### config.mk
export PLATFORM = sky130hd
export DESIGN_NAME = qea_host_sequencer
export DESIGN_NICKNAME = d
export VERILOG_FILES = /design/src/rtl/qea_pkg.sv /design/src/rtl/qea_addr_counter.sv /design/src/rtl/qea_host_sequencer.sv
export SDC_FILE = /design/constraint.sdc
export NUM_CORES = 1
export LEC_CHECK = 0
export CAP_MARGIN = 15
export CORE_AREA = 2 2 391 393
export DETAILED_ROUTE_END_ITERATION = 8
export DIE_AREA = 0 0 393 395
export HOLD_SLACK_MARGIN = 0.15
export PLACE_DENSITY = 0.46
export SYNTH_ARGS = -nofsm -noshare
export SYNTH_HDL_FRONTEND = slang
export SYNTH_SLANG_ARGS = --single-unit
### constraint.sdc
create_clock -name clk -period 5.7 [get_ports clk]
set_input_delay 0.57 -clock clk [delete_from_list [all_inputs] [get_ports clk]]
set_output_delay 0.57 -clock clk [all_outputs]
set_load 0.005 [all_outputs]
### src/rtl/qea_pkg.sv
`default_nettype none
// ============================================================================
// Module      : qea_pkg
// Description : Shared types, lane helpers and constants for the QEA host
//               sequencer.
// Revision    : 1.0 - initial release
// ============================================================================
package qea_pkg;

    typedef enum logic [3:0] {
        ST_IDLE       = 4'd0,
        ST_LOAD_CTX   = 4'd1,
        ST_LOAD_STATE = 4'd2,
        ST_START      = 4'd3,
        ST_RUN        = 4'd4,
        ST_RD_ISSUE   = 4'd5,
        ST_RD_WAIT    = 4'd6,
        ST_RD_OUT     = 4'd7,
        ST_FIN        = 4'd8
    } qea_state_e;

    // Bit offset of a lane inside a packed multi-lane word.
    function automatic int lane_lsb(input int lane, input int lane_width);
        return lane * lane_width;
    endfunction

    function automatic int top_lane_lsb(input int pe_num, input int lane_width);
        return lane_lsb(pe_num - 1, lane_width);
    endfunction

    // |0...0> amplitude: real part 1.0 in fixed point, imaginary part 0.
    function automatic logic [63:0] ground_amp(input int frac_bits);
        return {32'd1 << frac_bits, 32'd0};
    endfunction

    localparam logic [63:0] c_GROUND_AMP = ground_amp(30);

endpackage
`default_nettype wire

### src/rtl/qea_addr_counter.sv
`default_nettype none
// ============================================================================
// Module      : qea_addr_counter
// Description : Loadable up-counter with a terminal-count flag.
// Revision    : 1.0 - initial release
// ============================================================================
module qea_addr_counter #(
    parameter int WIDTH = 16
) (
    input  logic             clk,
    input  logic             rst,
    input  logic             i_load,
    input  logic [WIDTH-1:0] i_load_val,
    input  logic             i_inc,
    input  logic [WIDTH-1:0] i_last,
    output logic [WIDTH-1:0] o_count,
    output logic             o_tc
);

    logic [WIDTH-1:0] r_count_q;
    logic [WIDTH-1:0] w_count_d;

    always_comb begin
        w_count_d = r_count_q;
        if (i_load) begin
            w_count_d = i_load_val;
        end else if (i_inc) begin
            w_count_d = r_count_q + WIDTH'(1);
        end
    end

    always_ff @(posedge clk) begin
        if (rst) begin
            r_count_q <= '0;
        end else begin
            r_count_q <= w_count_d;
        end
    end

    assign o_count = r_count_q;
    assign o_tc    = (r_count_q == i_last);

endmodule
`default_nettype wire

### src/rtl/qea_host_sequencer.sv
`default_nettype none
// ============================================================================
// Module      : qea_host_sequencer
// Description : Host-side job sequencer: loads gate context and the initial
//               state vector, starts the QEA, then streams the result out.
// Revision    : 1.0 - initial release
// ============================================================================
module qea_host_sequencer
    import qea_pkg::*;
#(
    parameter int PE_NUM_WIDTH            = 2,
    parameter int PE_NUM                  = 4,
    parameter int STATE_DATA_WIDTH        = 64,
    parameter int STATE_ADDR_WIDTH        = 16,
    parameter int GATE_CONTEXT_DATA_WIDTH = 64,
    parameter int GATE_CONTEXT_ADDR_WIDTH = 16,
    parameter int MAX_QBIT_WIDTH          = 6,
    parameter int NUM_FRAC_BIT            = 30,
    parameter int RD_LAT                  = 1
) (
    input  logic                                 clk,
    input  logic                                 rst,
    input  logic                                 i_cmd_valid,
    output logic                                 o_cmd_ready,
    input  logic [GATE_CONTEXT_ADDR_WIDTH-1:0]   i_cmd_ins_num,
    input  logic [MAX_QBIT_WIDTH-1:0]            i_cmd_qbit_num,
    input  logic                                 i_ctx_valid,
    output logic                                 o_ctx_ready,
    input  logic [GATE_CONTEXT_DATA_WIDTH-1:0]   i_ctx_data,
    output logic                                 o_start,
    output logic [MAX_QBIT_WIDTH-1:0]            o_qbit_num,
    output logic                                 o_ctx_en,
    output logic                                 o_ctx_wea,
    output logic [GATE_CONTEXT_ADDR_WIDTH-1:0]   o_ctx_addr,
    output logic [GATE_CONTEXT_DATA_WIDTH-1:0]   o_ctx_data,
    output logic [PE_NUM-1:0]                    o_state_ena,
    output logic [PE_NUM-1:0]                    o_state_wea,
    output logic [STATE_ADDR_WIDTH-1:0]          o_state_addra,
    output logic [PE_NUM*STATE_DATA_WIDTH-1:0]   o_state_dina,
    input  logic                                 i_complete,
    input  logic [PE_NUM*STATE_DATA_WIDTH-1:0]   i_state_dout,
    output logic                                 o_res_valid,
    input  logic                                 i_res_ready,
    output logic [PE_NUM*STATE_DATA_WIDTH-1:0]   o_res_data,
    output logic                                 o_res_last,
    output logic                                 o_busy,
    output logic                                 o_done,
    output logic                                 o_err,
    output logic [31:0]                          o_cycle_count
);

    localparam int TOP_LSB = top_lane_lsb(PE_NUM, STATE_DATA_WIDTH);

    qea_state_e                            r_state_q;
    qea_state_e                            w_state_d;
    logic [GATE_CONTEXT_ADDR_WIDTH-1:0]    r_ins_q;
    logic [MAX_QBIT_WIDTH-1:0]             r_qbit_q;
    logic [31:0]                           r_cycle_q;
    logic                                  r_err_q;
    logic                                  r_ctx_en_q;
    logic [GATE_CONTEXT_ADDR_WIDTH-1:0]    r_ctx_addr_q;
    logic [GATE_CONTEXT_DATA_WIDTH-1:0]    r_ctx_data_q;
    logic [PE_NUM*STATE_DATA_WIDTH-1:0]    r_res_data_q;
    logic [7:0]                            r_wait_q;

    logic                                  w_cmd_fire;
    logic                                  w_cmd_ok;
    logic                                  w_accept;
    logic                                  w_ctx_fire;
    logic                                  w_res_fire;
    logic                                  w_rd_cap;
    logic [63:0]                           w_words;
    logic [STATE_ADDR_WIDTH-1:0]           w_state_last;
    logic [GATE_CONTEXT_ADDR_WIDTH-1:0]    w_ctx_cnt;
    logic                                  w_ctx_tc;
    logic [STATE_ADDR_WIDTH-1:0]           w_wr_cnt;
    logic                                  w_wr_tc;
    logic [STATE_ADDR_WIDTH-1:0]           w_rd_cnt;
    logic                                  w_rd_tc;

    assign w_cmd_fire   = i_cmd_valid && (r_state_q == ST_IDLE);
    assign w_cmd_ok     = (i_cmd_qbit_num > MAX_QBIT_WIDTH'(PE_NUM_WIDTH));
    assign w_accept     = w_cmd_fire && w_cmd_ok;
    assign w_ctx_fire   = i_ctx_valid && (r_state_q == ST_LOAD_CTX);
    assign w_res_fire   = (r_state_q == ST_RD_OUT) && i_res_ready;
    assign w_rd_cap     = (r_state_q == ST_RD_WAIT) && (r_wait_q == 8'(RD_LAT - 1));
    // Each address holds PE_NUM amplitudes, so 2^(qbit - PE_NUM_WIDTH) words.
    assign w_words      = 64'd1 << (r_qbit_q - MAX_QBIT_WIDTH'(PE_NUM_WIDTH));
    assign w_state_last = STATE_ADDR_WIDTH'(w_words - 64'd1);

    qea_addr_counter #(.WIDTH(GATE_CONTEXT_ADDR_WIDTH)) u_ctx_cnt (
        .clk        (clk),
        .rst        (rst),
        .i_load     (w_accept),
        .i_load_val ('0),
        .i_inc      (w_ctx_fire),
        .i_last     (r_ins_q - GATE_CONTEXT_ADDR_WIDTH'(1)),
        .o_count    (w_ctx_cnt),
        .o_tc       (w_ctx_tc)
    );

    qea_addr_counter #(.WIDTH(STATE_ADDR_WIDTH)) u_wr_cnt (
        .clk        (clk),
        .rst        (rst),
        .i_load     (w_accept),
        .i_load_val ('0),
        .i_inc      (r_state_q == ST_LOAD_STATE),
        .i_last     (w_state_last),
        .o_count    (w_wr_cnt),
        .o_tc       (w_wr_tc)
    );

    qea_addr_counter #(.WIDTH(STATE_ADDR_WIDTH)) u_rd_cnt (
        .clk        (clk),
        .rst        (rst),
        .i_load     (w_accept),
        .i_load_val ('0),
        .i_inc      (w_res_fire && !w_rd_tc),
        .i_last     (w_state_last),
        .o_count    (w_rd_cnt),
        .o_tc       (w_rd_tc)
    );

    always_ff @(posedge clk) begin
        if (rst) begin
            r_state_q <= ST_IDLE;
        end else begin
            r_state_q <= w_state_d;
        end
    end

    always_comb begin
        w_state_d     = r_state_q;
        o_state_ena   = '0;
        o_state_wea   = '0;
        o_state_addra = '0;
        o_state_dina  = '0;
        case (r_state_q)
            ST_IDLE: begin
                if (w_accept) begin
                    w_state_d = (i_cmd_ins_num == '0) ? ST_LOAD_STATE : ST_LOAD_CTX;
                end
            end
            ST_LOAD_CTX: begin
                if (w_ctx_fire && w_ctx_tc) begin
                    w_state_d = ST_LOAD_STATE;
                end
            end
            ST_LOAD_STATE: begin
                o_state_ena   = '1;
                o_state_wea   = '1;
                o_state_addra = w_wr_cnt;
                if (w_wr_cnt == '0) begin
                    o_state_dina[TOP_LSB +: STATE_DATA_WIDTH] =
                        STATE_DATA_WIDTH'(ground_amp(NUM_FRAC_BIT));
                end
                if (w_wr_tc) begin
                    w_state_d = ST_START;
                end
            end
            ST_START: begin
                w_state_d = ST_RUN;
            end
            ST_RUN: begin
                if (i_complete) begin
                    w_state_d = ST_RD_ISSUE;
                end
            end
            ST_RD_ISSUE: begin
                o_state_ena   = '1;
                o_state_addra = w_rd_cnt;
                w_state_d     = ST_RD_WAIT;
            end
            ST_RD_WAIT: begin
                if (w_rd_cap) begin
                    w_state_d = ST_RD_OUT;
                end
            end
            ST_RD_OUT: begin
                if (w_res_fire) begin
                    w_state_d = w_rd_tc ? ST_FIN : ST_RD_ISSUE;
                end
            end
            ST_FIN: begin
                w_state_d = ST_IDLE;
            end
            default: begin
                w_state_d = ST_IDLE;
            end
        endcase
    end

    always_ff @(posedge clk) begin
        if (rst) begin
            r_ins_q      <= '0;
            r_qbit_q     <= '0;
            r_cycle_q    <= '0;
            r_err_q      <= 1'b0;
            r_ctx_en_q   <= 1'b0;
            r_ctx_addr_q <= '0;
            r_ctx_data_q <= '0;
            r_res_data_q <= '0;
            r_wait_q     <= '0;
        end else begin
            r_err_q    <= w_cmd_fire && !w_cmd_ok;
            r_ctx_en_q <= w_ctx_fire;
            if (w_accept) begin
                r_ins_q   <= i_cmd_ins_num;
                r_qbit_q  <= i_cmd_qbit_num;
                r_cycle_q <= '0;
            end else if (r_state_q == ST_RUN) begin
                r_cycle_q <= r_cycle_q + 32'd1;
            end
            if (w_ctx_fire) begin
                r_ctx_addr_q <= w_ctx_cnt;
                r_ctx_data_q <= i_ctx_data;
            end
            r_wait_q <= (r_state_q == ST_RD_WAIT) ? r_wait_q + 8'd1 : 8'd0;
            if (w_rd_cap) begin
                r_res_data_q <= i_state_dout;
            end
        end
    end

    assign o_cmd_ready   = (r_state_q == ST_IDLE);
    assign o_ctx_ready   = (r_state_q == ST_LOAD_CTX);
    assign o_start       = (r_state_q == ST_START);
    assign o_busy        = (r_state_q != ST_IDLE);
    assign o_done        = (r_state_q == ST_FIN);
    assign o_err         = r_err_q;
    assign o_qbit_num    = r_qbit_q;
    assign o_cycle_count = r_cycle_q;
    assign o_ctx_en      = r_ctx_en_q;
    assign o_ctx_wea     = r_ctx_en_q;
    assign o_ctx_addr    = r_ctx_addr_q;
    assign o_ctx_data    = r_ctx_data_q;
    assign o_res_valid   = (r_state_q == ST_RD_OUT);
    assign o_res_last    = (r_state_q == ST_RD_OUT) && w_rd_tc;
    assign o_res_data    = r_res_data_q;

endmodule
`default_nettype wire

=== Word level (Yosys, flattened, before mapping) ===
Index checks and enable logic that the tools add are counted.

* Register bits after elaboration: 452
* Bits in latches: 0
* Memory bits (writable): 0
* Bits in read-only memories: 0
* Input bits: 348
* Output and inout port bits: 664
* Memories: 0

* $add $sub $neg: 8
* Multipliers: 0
* Div/mod/pow operators: 0
* Magnitude comparators: 1
* Equality and inequality tests: 17
* Shift-type cells: 1
* Muxes and demuxes: 14
* Bitwise logic cells: 1
* Reduce and logical (&&, ||, !) cells: 20

{| class="wikitable"
|+ Operator list
! kind !! count
|-
| $mux 63 || 2
|-
| $add 16x1->16 const B || 3
|-
| $eq 16x16->1 || 3
|-
| $mux 4 || 9
|-
| $add 32x1->32 const B || 1
|-
| $logic_not 16->1 || 2
|-
| $pmux 16 s2 || 1
|-
| $pmux 4 s8 || 1
|-
| $sub 16x1->16 const B || 2
|-
| $eq 4x3->1 const B || 4
|-
| $shl 1x6->16 const A || 1
|-
| $logic_and 1x1->1 || 9
|-
| $add 8x1->8 const B || 1
|-
| $eq 4x2->1 const B || 2
|-
| $logic_not 8->1 || 1
|-
| $gt 6x2->1 const B || 1
|-
| $ne 2x1->1 const B || 3
|-
| $ne 2x2->1 const B || 3
|-
| $reduce_and 6->1 || 1
|-
| $reduce_or 2->1 || 3
|-
| $sub 6x2->6 const B || 1
|-
| $eq 4x1->1 const B || 1
|-
| $eq 4x4->1 const B || 1
|-
| $logic_not 4->1 || 1
|-
| other kinds (4) || 5
|}

=== Longest topological paths before layout ===
Gate-level depths: netlist of the first run.

* Depth in word-level cells: 7
* Depth in mapped cells: 20
* Gate-level depth less buffers: 15

=== Hierarchy ===
From an unflattened synthesis of the first run, not the netlist that was laid out.

* Cells, all modules: 2622
* Area, all modules: 20966.4 µm²

{| class="wikitable"
|+ By module, submodules not included
! module !! instances !! cells each !! area each (µm²)
|-
| qea_host_sequencer || 1 || 2214 || 17355.4
|-
| qea_addr_counter || 3 || 136 || 1203.7
|}

=== Worst setup path before layout of the first run ===
Ideal clock, no wire load.

* Kind: flip-flop to output port
* Start: register r_qbit_q[1] (netlist: o_qbit_num[1])
* End: output o_res_last
* Arrival: 4176 ps
* Data required time: 5130 ps
* Slack: 954 ps
* Stages on the path, launching flop included: 18
* Buffers on the path: 3
* Path through: dfxtp_1 > clkbuf_1 > inv_1 > ha_1 > buf_4 > nor2_1 > or4b_4 > nand2_1 > nand3_1 > ha_1 > and2_1 > nand2_2 > a2bb2o_4 > a2111o_1 > a211o_1 > or4_4 > buf_6 > nor3_1

* Cells in the longest elaborated chain, start to end: 5

{| class="wikitable"
|+ Ends and longest elaborated chain
! what !! RTL line !! text
|-
| from (decl) || qea_host_sequencer.sv:57 || <nowiki>logic [MAX_QBIT_WIDTH-1:0] r_qbit_q;</nowiki>
|-
| from (signal assigned) || qea_host_sequencer.sv:209 || <nowiki>r_qbit_q <= i_cmd_qbit_num;</nowiki>
|-
| $sub 6x2->6 || qea_host_sequencer.sv:88 || <nowiki>assign w_words = 64'd1 << (r_qbit_q - MAX_QBIT_WIDTH'(PE_NUM_WIDTH));</nowiki>
|-
| $shl 1x6->16 || qea_host_sequencer.sv:88 ||
|-
| $sub 16x1->16 || qea_host_sequencer.sv:89 || <nowiki>assign w_state_last = STATE_ADDR_WIDTH'(w_words - 64'd1);</nowiki>
|-
| $eq 16x16->1 || qea_addr_counter.sv:41 || <nowiki>assign o_tc = (r_count_q == i_last);</nowiki>
|-
| $logic_and 1x1->1 || qea_host_sequencer.sv:238 || <nowiki>assign o_res_last = (r_state_q == ST_RD_OUT) && w_rd_tc;</nowiki>
|-
| to (decl) || qea_host_sequencer.sv:45 || <nowiki>output logic o_res_last,</nowiki>
|}

No other way between the ends.

=== Final worst setup path of the first run ===
Ends and elaborated chain as after synthesis.

==> summary.md, run 1 <==
| Metric | Value |
|---|---|
| Reg clk slew, reported paths | 60 ps |
| Number of rows in the core area | 143 |
| Slowest CP cell | sky130_fd_sc_hd__or4b_4 |
| Leakage Power | 10.56 nW |
| Cells along the critical path | buf_6 > o21a_1 > or4b_4 > nand2_4 > nand3_1 > ha_1 > and2_1 > nand2_2 > a2bb2o_4 > a2111o_1 > a211o_1 > or4_4 > nor3_4 > dlymetal6s2s_1 |
| Top cells by count, synth | 779 x sky130_fd_sc_hd__nand2_1, 452 x sky130_fd_sc_hd__dfxtp_1, 386 x sky130_fd_sc_hd__a21oi_1 |
| Area of combinational cells with multiple inputs | 9635 um^2 |
| Most common cell in the synthesized netlist | sky130_fd_sc_hd__nand2_1 |
| First-pass GRT wire length | 136,200 um |
| Final setup fails | 0 |
| Actual slew at the worst max-slew pin | 1228 ps |
| Synthesized area divided by synthesized cell count | 7.747 um^2 |
| Clock latency reported for the late side of the worst-skew pair | 680 ps |
| Area of the mapped netlist | 20,370 um^2 |
| Half-perimeter wire length after placement | 74,060 um |
| Number of input and output port buffers inserted | 756 |
| Unrepaired setup endpoints after global routing | false |
| Power, Total | 8.609 mW |
| Category of the critical setup timing path | reg2out |
| Setup TNS Final | 0 ps |
| Worst-path fanout max | 24 |
| Iter 0 DRT Violations | 1,062 |
| Min-Delay Startpoint | rst |
| Final setup slack of the worst path | 607.5 ps |
| Die Area | 155,200 um^2 |
| Remaining global-route overflow | 0 |
| Leading cell types by total area after synthesis | sky130_fd_sc_hd__dfxtp_1 44%, sky130_fd_sc_hd__nand2_1 14%, sky130_fd_sc_hd__buf_4 9.8% |
| Proportion of synthesized chip area in sequential cells | 44.43% |
| Wire length per cell | 17.99 um |
| DP Area | 29,050 um^2 |
| Fmax | 196.4 MHz |
| Aggregate routed wire length | 96,700 um |
| Min-Delay Path Depth | 2 |
| Maximum count of clock buffers along a single path | 3 |
| Core Area | 151,200 um^2 |
| Via total after detailed routing | 19.67k |
| Count of synthesis-stage warnings from yosys | 0 |
| DRC violations left | 0 |
| Remaining number of nets flagged by the antenna check after routing | 0 |
| Drt first pass iters | 5 |
| Worst stage delay on the critical path | 580 ps |
| Die extent in y | 395 um |
| FF/Latch Area | 9050 um^2 |
| # nets final | 3,653 |
| CP top delay family | simple AND/OR/NAND/NOR gates |
| Endpoint of the worst register-to-register path | u_rd_cnt.o_count[6]$_SDFFE_PP0P_ |
| FF-to-FF setup slack | 1540 ps |
| Number of global-route vias before repair | 18.50k |
| Max Clock Skew | 55.50 ps |
| Initial antenna violation count | 25 |
| Final critical path time including I/O delays and setup | 5093 ps |
| Yosys top cell area share | 44.43% |
| Share of the core filled with cells | 20.63% |
| Number of buffers inserted during clock tree synthesis | 61 |
| Crit path capture type | output pin |
| Critical path launch point | o_qbit_num[1]$_SDFFE_PP0P_ |
| Type of the tightest min-delay check | in2reg |
| Hold Vio Cnt, Final | 0 |
| Critical path buffers and inverters | 2 |
| Arrival time reported for the critical path endpoint | 4520 ps |
| CTS tree | done |
| Number of max-cap violations | 0 |
| Number of vias per cell after detailed routing | 3.660 |
| Final clock period utilization by the worst path | 89.34% |
| Worst R2R Start | o_qbit_num[1]$_SDFFE_PP0P_ |
| Maximum number of pins on one net before global-route repair | 184 |
| Starting utilization of the core area | 13.47% |
| CP required | 5130 ps |
| Count of different cell masters after synthesis | 73 |
| Share of synthesized flip-flops with an asynchronous set or reset | 0% |
| CTS sink cnt | 452 |
| Die width | 393 um |
| Number of buffers inserted for hold repair after clock tree synthesis | 0 |
| Clk root buf | sky130_fd_sc_hd__clkbuf_16 |
| Post-Syn Instances | 2,629 |
| FILL cells | 16.94k |
| Worst max-slew margin expressed relative to the limit | 18.16% |
| Sort of element at the start of the critical path | register |
| Total routing usage reported by global routing | 11.89% |
| Setup slack at placement | 539.4 ps |
| Commonest register cell after synthesis | sky130_fd_sc_hd__dfxtp_1 |
| Count of pins on the block boundary | 1,012 |
| Yosys top cell by area | sky130_fd_sc_hd__dfxtp_1 |
| Run status | complete, no violations |
| Post-route cell area | 31,190 um^2 |
| Routability-driven placement congestion ratio | 0.8558 |
| End point of the worst hold path | o_res_data[215]$_SDFFE_PP0P_ |
| EDFF count, synth | 0 |
| Cells on worst reg2reg path | 15 |
| Share of cells above drive strength 1 | 4.552% |
| Worst IR drop on VDD | 0.2354 mV |
| Power density normalized to cell area | 276.0 nW/um^2 |
| Number of H-tree branching levels | 2 |
| Synthesis-to-layout area growth | 53.14% |
| Pins over their slew limit | 0 |
| Seq cells post-synth | 452 |
area by class of cell:
| cell class | count | area share [%] |
|---|---|---|
| repair buffers | 782 | 25.10 |
| clock inverters | 21 | 1.039 |
| diodes | 5 | 0.04012 |
| multi-input cells | 1982 | 30.89 |
| well taps | 2030 | 8.143 |
| inverters | 16 | 0.1926 |
| flip-flops and latches | 452 | 29.02 |
| clock buffers | 86 | 5.580 |
worst max-delay path by stage:
stage                            end  slack (ps)  cells past startpoint
after floorplan           o_res_last         950                     17
after global placement    o_res_last         470                     15
after detailed placement  o_res_last         540                     15
after CTS                 o_res_last          40                     15
after global routing      o_res_last         370                     15
final                     o_res_last         610                     14
where the power goes:
part / switching [mW] / internal, mW
combinational: 0.692 / 0.582
clock: 1.62 / 2.39
sequential: 0.0808 / 3.24
kinds of logic (layout without fill, tap and decap cells):
| kind of cell | count (synthesis) | count (layout) | share of synthesized area, % |
|---|---|---|---|
| adders and majority gates | 10 | 10 | 0.6143 |
| AOI/OAI and AO/OA | 514 | 514 | 14.25 |
| and+or+nand+nor | 1095 | 1095 | 22.73 |
| xor gates and xnor gates | 99 | 99 | 4.257 |
| muxes | 9 | 9 | 0.4546 |
| other | 1 | 260 | 0.01841 |
| buffers and inverters | 449 | 905 | 13.25 |
| DFF | 452 | 452 | 44.43 |
metal layers:
layer,global-route usage [%],vias to the layer above,wire length (um)
li1,-,9539,-
met1,14.58,9277,40100
met2,20.38,696,47200
met3,3.356,129,7228
met4,2.757,28,1988
met5,0,-,184
flip-flops by register name, indices dropped and copies added, names as in the netlist:
register,flops
o_cycle_count,32
u_ctx_cnt.o_count,16
o_res_data,256
o_ctx_data,64
o_qbit_num,6
r_wait_q,8
u_wr_cnt.o_count,16
u_rd_cnt.o_count,16
r_ins_q,16
o_ctx_addr,16
o_err,1
o_ctx_en,1
r_state_q,4
timing repair:
action	CTS	global route
pin swaps	0	1
buffers inserted	0	3
resized for setup	3	6
endpoints found under the setup margin	1	1
per-stage QoR:
| stage | hold slack (ps) | instances |
|---|---|---|
| 4_1_cts | 317.6 | 5365 |
| 5_1_grt | 349.6 | 5371 |
| 6_report | 377.8 | 5374 |
| 2_1_floorplan | 449.2 | 2883 |
| 3_3_place_gp | 440.8 | 5258 |
| 3_5_place_dp | 445.8 | 5258 |
layout by cell type (no fill, tap or decap), types with 14 or more instances in the layout:
master / instances
sky130_fd_sc_hd__nor3_1: 18
sky130_fd_sc_hd__a22o_1: 16
sky130_fd_sc_hd__nor4_1: 15
sky130_fd_sc_hd__dfxtp_1: 451
sky130_fd_sc_hd__conb_1: 255
sky130_fd_sc_hd__a21oi_1: 386
sky130_fd_sc_hd__buf_4: 20
sky130_fd_sc_hd__nor2_1: 109
sky130_fd_sc_hd__inv_1: 15
sky130_fd_sc_hd__clkdlybuf4s50_1: 754
sky130_fd_sc_hd__xnor2_1: 38
sky130_fd_sc_hd__xor2_1: 61
sky130_fd_sc_hd__nand4_1: 27
sky130_fd_sc_hd__and3_1: 29
sky130_fd_sc_hd__clkbuf_16: 61
sky130_fd_sc_hd__nand2_1: 777
sky130_fd_sc_hd__o21ai_0: 27
sky130_fd_sc_hd__or3_1: 14
sky130_fd_sc_hd__nand3_1: 41
(Power assumes the default switching activity.)
==> inputs of run 2 (changes only) <==
--- a/config.mk
+++ b/config.mk
@@ -6,11 +6,11 @@
 export NUM_CORES = 1
 export LEC_CHECK = 0
 export CAP_MARGIN = 15
-export CORE_AREA = 2 2 391 393
+export CORE_AREA = 2 2 394 396
 export DETAILED_ROUTE_END_ITERATION = 8
-export DIE_AREA = 0 0 393 395
+export DIE_AREA = 0 0 396 398
 export HOLD_SLACK_MARGIN = 0.15
-export PLACE_DENSITY = 0.46
+export PLACE_DENSITY = 0.45
 export SYNTH_ARGS = -nofsm -noshare
 export SYNTH_HDL_FRONTEND = slang
 export SYNTH_SLANG_ARGS = --single-unit
==> run 2 against run 1 <==
Net effect:
- via count grew 0.11%
- utilization shrank 0.28 points
- largest power group unchanged
- sequential share of layout area is essentially flat
- die area grew 1.5%
- critical path type unchanged
- critical endpoint unchanged
- combinational power is essentially flat
- power shrank 1.4%
- hold slack gained 11 ps
- largest cell class unchanged
- cell area is essentially flat
- register-to-register slack lost 200 ps
- sequential cell count is the same
- highest routed layer unchanged
- non-clock buffer count grew 6
- count of clock-buffer cells in the layout shrank 1
==> summary.md, run 2 (synthesized netlist as in run 1, its figures left out) <==
| Metric | Value |
|---|---|
| Run status | complete, no violations |
| Worst-path fanout max | 7 |
| Critical path buffers and inverters | 2 |
| Net switching power | 2.385 mW |
| Clk root buf | sky130_fd_sc_hd__clkbuf_16 |
| Initial antenna violation count | 27 |
| Pins over their slew limit | 0 |
| Half-perimeter wire length after placement | 74,230 um |
| Die extent in y | 398 um |
| Hold Vio Cnt, Final | 0 |
| Count of pins on the block boundary | 1,012 |
| Core Area | 153,300 um^2 |
| Worst R2R Start | o_qbit_num[1]$_SDFFE_PP0P_ |
| Number of global-route vias before repair | 18.33k |
| Min-Delay Path Depth | 2 |
| FF-to-FF setup slack | 1340 ps |
| Starting utilization of the core area | 13.28% |
| Final critical path time including I/O delays and setup | 5122 ps |
| Number of input and output port buffers inserted | 756 |
| Arrival time reported for the critical path endpoint | 4550 ps |
| Maximum count of clock buffers along a single path | 3 |
| Remaining number of nets flagged by the antenna check after routing | 0 |
| Routability-driven placement congestion ratio | 0.8439 |
| Synthesis-to-layout area growth | 53.22% |
| Min-Delay Startpoint | rst |
| Sort of element at the start of the critical path | register |
| Most frequent CP cell | sky130_fd_sc_hd__ha_1 |
| Iter 0 DRT Violations | 1,052 |
| Actual slew at the worst max-slew pin | 1051 ps |
| Number of rows in the core area | 144 |
| Total routing usage reported by global routing | 11.66% |
| Type of the tightest min-delay check | in2reg |
| Worst slack on hold paths | 388.8 ps |
| Max Clock Skew | 70.98 ps |
| Aggregate routed wire length | 97,500 um |
| Combinational group share of total power | 15.1% |
| Via total after detailed routing | 19.69k |
| Number of vias per cell after detailed routing | 3.649 |
| Number of flip-flops in the largest register | 256 |
| Die width | 396 um |
| Share of cells above drive strength 1 | 4.719% |
| Remaining global-route overflow | 0 |
| Number of buffers inserted during clock tree synthesis | 59 |
| End point of the worst hold path | o_ctx_en$_SDFF_PP0_ |
| DRC violations left | 0 |
| Number of max-cap violations | 0 |
| Maximum number of pins on one net before global-route repair | 173 |
| FILL cells | 17.13k |
| Endpoint of the worst register-to-register path | u_rd_cnt.o_count[4]$_SDFFE_PP0P_ |
| Switching power share of the total | 28.09% |
| Cells along the critical path | inv_1 > ha_1 > nor2_2 > or4b_4 > nand2_4 > nand3_1 > ha_1 > and2_1 > nand2_2 > a2bb2o_4 > a2111o_1 > a211o_1 > or4_4 > nor3_2 > dlymetal6s2s_1 |
| Fmax | 195.2 MHz |
| CP top delay family | simple AND/OR/NAND/NOR gates |
| Slowest CP cell | sky130_fd_sc_hd__or4_4 |
| Wire length per cell | 18.07 um |
| Final non-filler cell total | 5,396 |
| Worst IR drop on VDD | 0.2633 mV |
| Final setup fails | 0 |
| Leakage Power | 10.55 nW |
| Design internal power | 6.105 mW |
| Crit path capture type | output pin |
| Power, Total | 8.490 mW |
| # nets final | 3,657 |
| Commonest non-fill, non-tap cell in the layout | sky130_fd_sc_hd__nand2_1 |
| Drt first pass iters | 5 |
| Power density normalized to cell area | 272.1 nW/um^2 |
| Placed insts | 5,276 |
| Final clock period utilization by the worst path | 89.86% |
| Reg clk slew, reported paths | 70 ps |
| CP required | 5130 ps |
| Unrepaired setup endpoints after global routing | false |
| CTS sink cnt | 452 |
| Die Area | 157,600 um^2 |
| Worst max-slew margin expressed relative to the limit | 29.93% |
| Worst stage delay on the critical path | 610 ps |
| Cells on worst reg2reg path | 18 |
| Portion of total power attributed to sequential cells | 39.1% |
| Top library cells by usage in the layout, fill and taps aside | 777 x sky130_fd_sc_hd__nand2_1, 754 x sky130_fd_sc_hd__clkdlybuf4s50_1, 451 x sky130_fd_sc_hd__dfxtp_1 |
| First-pass GRT wire length | 135,800 um |
| Category of the critical setup timing path | reg2out |
| Clk network pwr share | 45.8% |
| CTS tree | done |
| Clock latency reported for the late side of the worst-skew pair | 690 ps |
| Number of H-tree branching levels | 2 |
| Setup TNS Final | 0 ps |
run 2: cell count changes in the layout (fill, tap and decap cells not counted), sizes merged:
cell,before,now
inv,18,17
diode,5,4
bufinv,6,5
clkinvlp,4,3
clkinv,9,16
buf,27,33
clkbuf,86,85
run 2: area by class of cell:
| class | count | area, um^2 | share of cell area, % |
|---|---|---|---|
| multi-input combinational | 1982 | 9629 | 30.86 |
| clock buffer | 85 | 1684 | 5.397 |
| sequential | 452 | 9052 | 29.01 |
| tap | 2044 | 2557 | 8.195 |
| inverter | 16 | 60.06 | 0.1925 |
| timing repair buffer | 788 | 7894 | 25.30 |
| clock inverter | 25 | 319.1 | 1.022 |
| antenna | 4 | 10.01 | 0.03208 |
run 2: stage by stage:
step | area (um^2) | setup WS, ps | util [%]
floorplan | 21320 | 953.6 | -
global placement | 29120 | 637.5 | 18.99
detailed placement | 29120 | 662.1 | 18.99
CTS | 31130 | 48.22 | 20.30
global route | 31200 | 345.0 | 20.35
finish | 31210 | 578.0 | 20.35
run 2: worst max path at each step:
stage / depth (start not counted) / from / end
after CTS: 14 / o_qbit_num[1]$_SDFFE_PP0P_ / o_res_last
after global placement: 15 / o_qbit_num[2]$_SDFFE_PP0P_ / o_res_last
after detailed placement: 15 / o_qbit_num[2]$_SDFFE_PP0P_ / o_res_last
final: 15 / o_qbit_num[1]$_SDFFE_PP0P_ / o_res_last
after floorplan: 17 / o_qbit_num[1]$_SDFFE_PP0P_ / o_res_last
after global routing: 15 / o_qbit_num[1]$_SDFFE_PP0P_ / o_res_last
run 2: layer usage:
metal | share of wire (%) | GRT usage [%] | wire length (um)
met5 | 0.32 | 0 | 310
met4 | 3.0 | 3.551 | 2886
met3 | 7.8 | 3.886 | 7590
met2 | 49 | 19.81 | 47630
met1 | 40 | 13.83 | 39080
run 2: worst reg2reg max path, cell delays in order, from the launching register on:
cell,delay [ps]
sky130_fd_sc_hd__dfxtp_1,350
sky130_fd_sc_hd__inv_1,100
sky130_fd_sc_hd__ha_1,240
sky130_fd_sc_hd__nor2_2,120
sky130_fd_sc_hd__or4b_4,530
sky130_fd_sc_hd__nand2_4,120
sky130_fd_sc_hd__nand3_1,90
sky130_fd_sc_hd__ha_1,230
sky130_fd_sc_hd__and2_1,180
sky130_fd_sc_hd__nand2_2,110
sky130_fd_sc_hd__a2bb2o_4,240
sky130_fd_sc_hd__a2111o_1,380
sky130_fd_sc_hd__a211o_1,340
sky130_fd_sc_hd__or4_4,610
sky130_fd_sc_hd__buf_4,180
sky130_fd_sc_hd__buf_4,130
sky130_fd_sc_hd__buf_4,130
sky130_fd_sc_hd__a31oi_1,120
sky130_fd_sc_hd__a41o_1,100
run 2: timing repair:
action                                  CTS  global route
setup buffers                             0             6
hold buffers                              0             0
resized for setup                         2             6
endpoints found under the setup margin    1             1
pin swaps                                 0             1
run 2: power by group through the flow:
stage / Clock (mW) / Sequential, mW / Combinational, mW
after CTS: 4.06 / 3.32 / 1.29
final: 3.89 / 3.32 / 1.28
after floorplan: 0 / 3.36 / 0.780
after detailed placement: 0 / 3.39 / 1.28
after global placement: 0 / 3.39 / 1.29
after global routing: 4.16 / 3.33 / 1.40
==> inputs of run 3 (changes only) <==
--- a/config.mk
+++ b/config.mk
@@ -11,6 +11,8 @@
 export DIE_AREA = 0 0 396 398
 export HOLD_SLACK_MARGIN = 0.15
 export PLACE_DENSITY = 0.45
+export SETUP_SLACK_MARGIN = 0.5
+export SKIP_CTS_REPAIR_TIMING = 1
 export SYNTH_ARGS = -nofsm -noshare
 export SYNTH_HDL_FRONTEND = slang
 export SYNTH_SLANG_ARGS = --single-unit
==> run 3 against run 2 <==
Net effect:
- power about the same
- fmax up 1.7%
- first-iteration DRC count down 7.3%
- final cell count up 0.11%
- clock skew up 1.4 ps
- hold slack worse by 1.6 ps
- count of clock-buffer cells in the layout unchanged
- largest power group unchanged
- register-to-register slack better by 130 ps
- cell area up 0.21%
- clock power about the same
- wire length up 0.18%
==> summary.md, run 3 (synthesized netlist as in run 1, its figures left out) <==
| Metric | Value |
|---|---|
| Iter 0 DRT Violations | 975 |
| Number of flip-flops in the largest register | 256 |
| Number of global-route vias before repair | 18.33k |
| Final non-filler cell total | 5,402 |
| Half-perimeter wire length after placement | 74,230 um |
| Type of the tightest min-delay check | in2reg |
| Top library cells by usage in the layout, fill and taps aside | 777 x sky130_fd_sc_hd__nand2_1, 754 x sky130_fd_sc_hd__clkdlybuf4s50_1, 449 x sky130_fd_sc_hd__dfxtp_1 |
| Actual slew at the worst max-slew pin | 1071 ps |
| FF-to-FF setup slack | 1470 ps |
| Routed length on met2 | 47,630 um |
| Number of rows in the core area | 144 |
| Remaining global-route overflow | 0 |
| Final setup fails | 0 |
| Clk root buf | sky130_fd_sc_hd__clkbuf_16 |
| Number of max-cap violations | 0 |
| Commonest non-fill, non-tap cell in the layout | sky130_fd_sc_hd__nand2_1 |
| Leakage Power | 10.57 nW |
| Fmax | 198.7 MHz |
| CTS sink cnt | 452 |
| Sort of element at the start of the critical path | register |
| Clock latency reported for the late side of the worst-skew pair | 690 ps |
| Placed insts | 5,276 |
| Reg clk slew, reported paths | 70 ps |
| Min-Delay Startpoint | rst |
| Routability-driven placement congestion ratio | 0.8439 |
| Sum of met3 wire segment lengths after detailed routing | 7892 um |
| Number of vias per cell after detailed routing | 3.658 |
| Number of H-tree branching levels | 2 |
| Length of routed wiring on met1 | 38,920 um |
| Uppermost signal routing layer after detailed routing | met5 |
| Synthesis-to-layout area growth | 53.54% |
| Aggregate routed wire length | 97,680 um |
| Hold Vio Cnt, Final | 0 |
| Via total after detailed routing | 19.76k |
| Worst-path fanout max | 7 |
| Core Area | 153,300 um^2 |
| Die width | 396 um |
| Share of cells above drive strength 1 | 5.069% |
| Unrepaired setup endpoints after global routing | false |
| First-pass GRT wire length | 135,800 um |
| Number of buffers inserted during clock tree synthesis | 59 |
| Arrival time reported for the critical path endpoint | 4460 ps |
| Category of the critical setup timing path | reg2out |
| Count of pins on the block boundary | 1,012 |
| Final clock period utilization by the worst path | 88.32% |
| Worst R2R Start | o_qbit_num[1]$_SDFFE_PP0P_ |
| Number of input and output port buffers inserted | 756 |
| Max Clock Skew | 72.34 ps |
| CP required | 5130 ps |
| Die Area | 157,600 um^2 |
| Final critical path time including I/O delays and setup | 5034 ps |
| # nets final | 3,663 |
| Crit path capture type | output pin |
| Wire length per cell | 18.08 um |
| Maximum count of clock buffers along a single path | 3 |
| Endpoint of the worst register-to-register path | u_rd_cnt.o_count[4]$_SDFFE_PP0P_ |
| Total routing usage reported by global routing | 11.66% |
| Initial antenna violation count | 27 |
| Remaining number of nets flagged by the antenna check after routing | 0 |
| DRC violations left | 0 |
| Cells on worst reg2reg path | 18 |
| Worst max-slew margin expressed relative to the limit | 28.58% |
| Power density normalized to cell area | 271.7 nW/um^2 |
| Drt first pass iters | 7 |
| Starting utilization of the core area | 13.28% |
| Run status | complete, no violations |
| CTS tree | done |
| Die extent in y | 398 um |
| Maximum number of pins on one net before global-route repair | 173 |
| Pins over their slew limit | 0 |
| Share of the core filled with cells | 20.40% |
| End point of the worst hold path | o_ctx_en$_SDFF_PP0_ |
| Worst IR drop on VDD | 0.2644 mV |
| Min-Delay Path Depth | 2 |
run 3: stage by stage:
step | total power [mW] | setup slack, ps | setup TNS [ps] | cell area [um^2] | hold slack [ps]
floorplan | 4.140 | 953.6 | 0 | 21320 | 449.2
detailed placement | 4.669 | 662.1 | 0 | 29120 | 445.6
global route | 8.907 | 490.6 | 0 | 31270 | 393.6
global placement | 4.674 | 637.5 | 0 | 29120 | 440.7
finish | 8.498 | 666.0 | 0 | 31270 | 387.2
CTS | 8.666 | -109.9 | -109.9 | 31130 | 350.5
run 3: report_power, final:
part           internal [mW]  switching (mW)  total, mW
clock                   2.28            1.60       3.88
combinational          0.595           0.699       1.29
sequential              3.24          0.0817       3.32
run 3: final cells by class:
cell class	instances	area (um^2)
Tap cell	2044	2557
Clock buffer	85	1684
Multi-Input combinational cell	1982	9652
Sequential cell	452	9055
Inverter	16	60.06
Timing Repair Buffer	794	7935
Clock inverter	25	319.1
Antenna cell	4	10.01
Fill cell	17130	122100
run 3: layer usage:
metal | up-vias | global-route usage (%)
met2 | 707 | 19.81
met4 | 46 | 3.551
met3 | 156 | 3.886
met1 | 9279 | 13.83
met5 | - | 0
li1 | 9571 | -
run 3: worst max-delay path by stage:
stage                                     from    endpoint  slack (ps)
floorplan           o_qbit_num[1]$_SDFFE_PP0P_  o_res_last         950
global placement    o_qbit_num[2]$_SDFFE_PP0P_  o_res_last         640
detailed placement  o_qbit_num[2]$_SDFFE_PP0P_  o_res_last         660
CTS                 o_qbit_num[2]$_SDFFE_PP0P_  o_res_last        -110
global route        o_qbit_num[1]$_SDFFE_PP0P_  o_res_last         490
finish              o_qbit_num[1]$_SDFFE_PP0P_  o_res_last         670
run 3: worst max-delay path, cell delays in order (launching register included):
cell and delay [ps]:
sky130_fd_sc_hd__dfxtp_2 350, sky130_fd_sc_hd__inv_2 60, sky130_fd_sc_hd__ha_1 220, sky130_fd_sc_hd__nor2_2 150, sky130_fd_sc_hd__or4b_4 510, sky130_fd_sc_hd__nand2_4 100, sky130_fd_sc_hd__nand3_1 90, sky130_fd_sc_hd__ha_2 210
sky130_fd_sc_hd__and2_1 170, sky130_fd_sc_hd__nand2_2 110, sky130_fd_sc_hd__a2bb2o_4 240, sky130_fd_sc_hd__a2111o_1 380, sky130_fd_sc_hd__a211o_1 300, sky130_fd_sc_hd__or4_4 610, sky130_fd_sc_hd__nor3_2 170, sky130_fd_sc_hd__buf_2 140
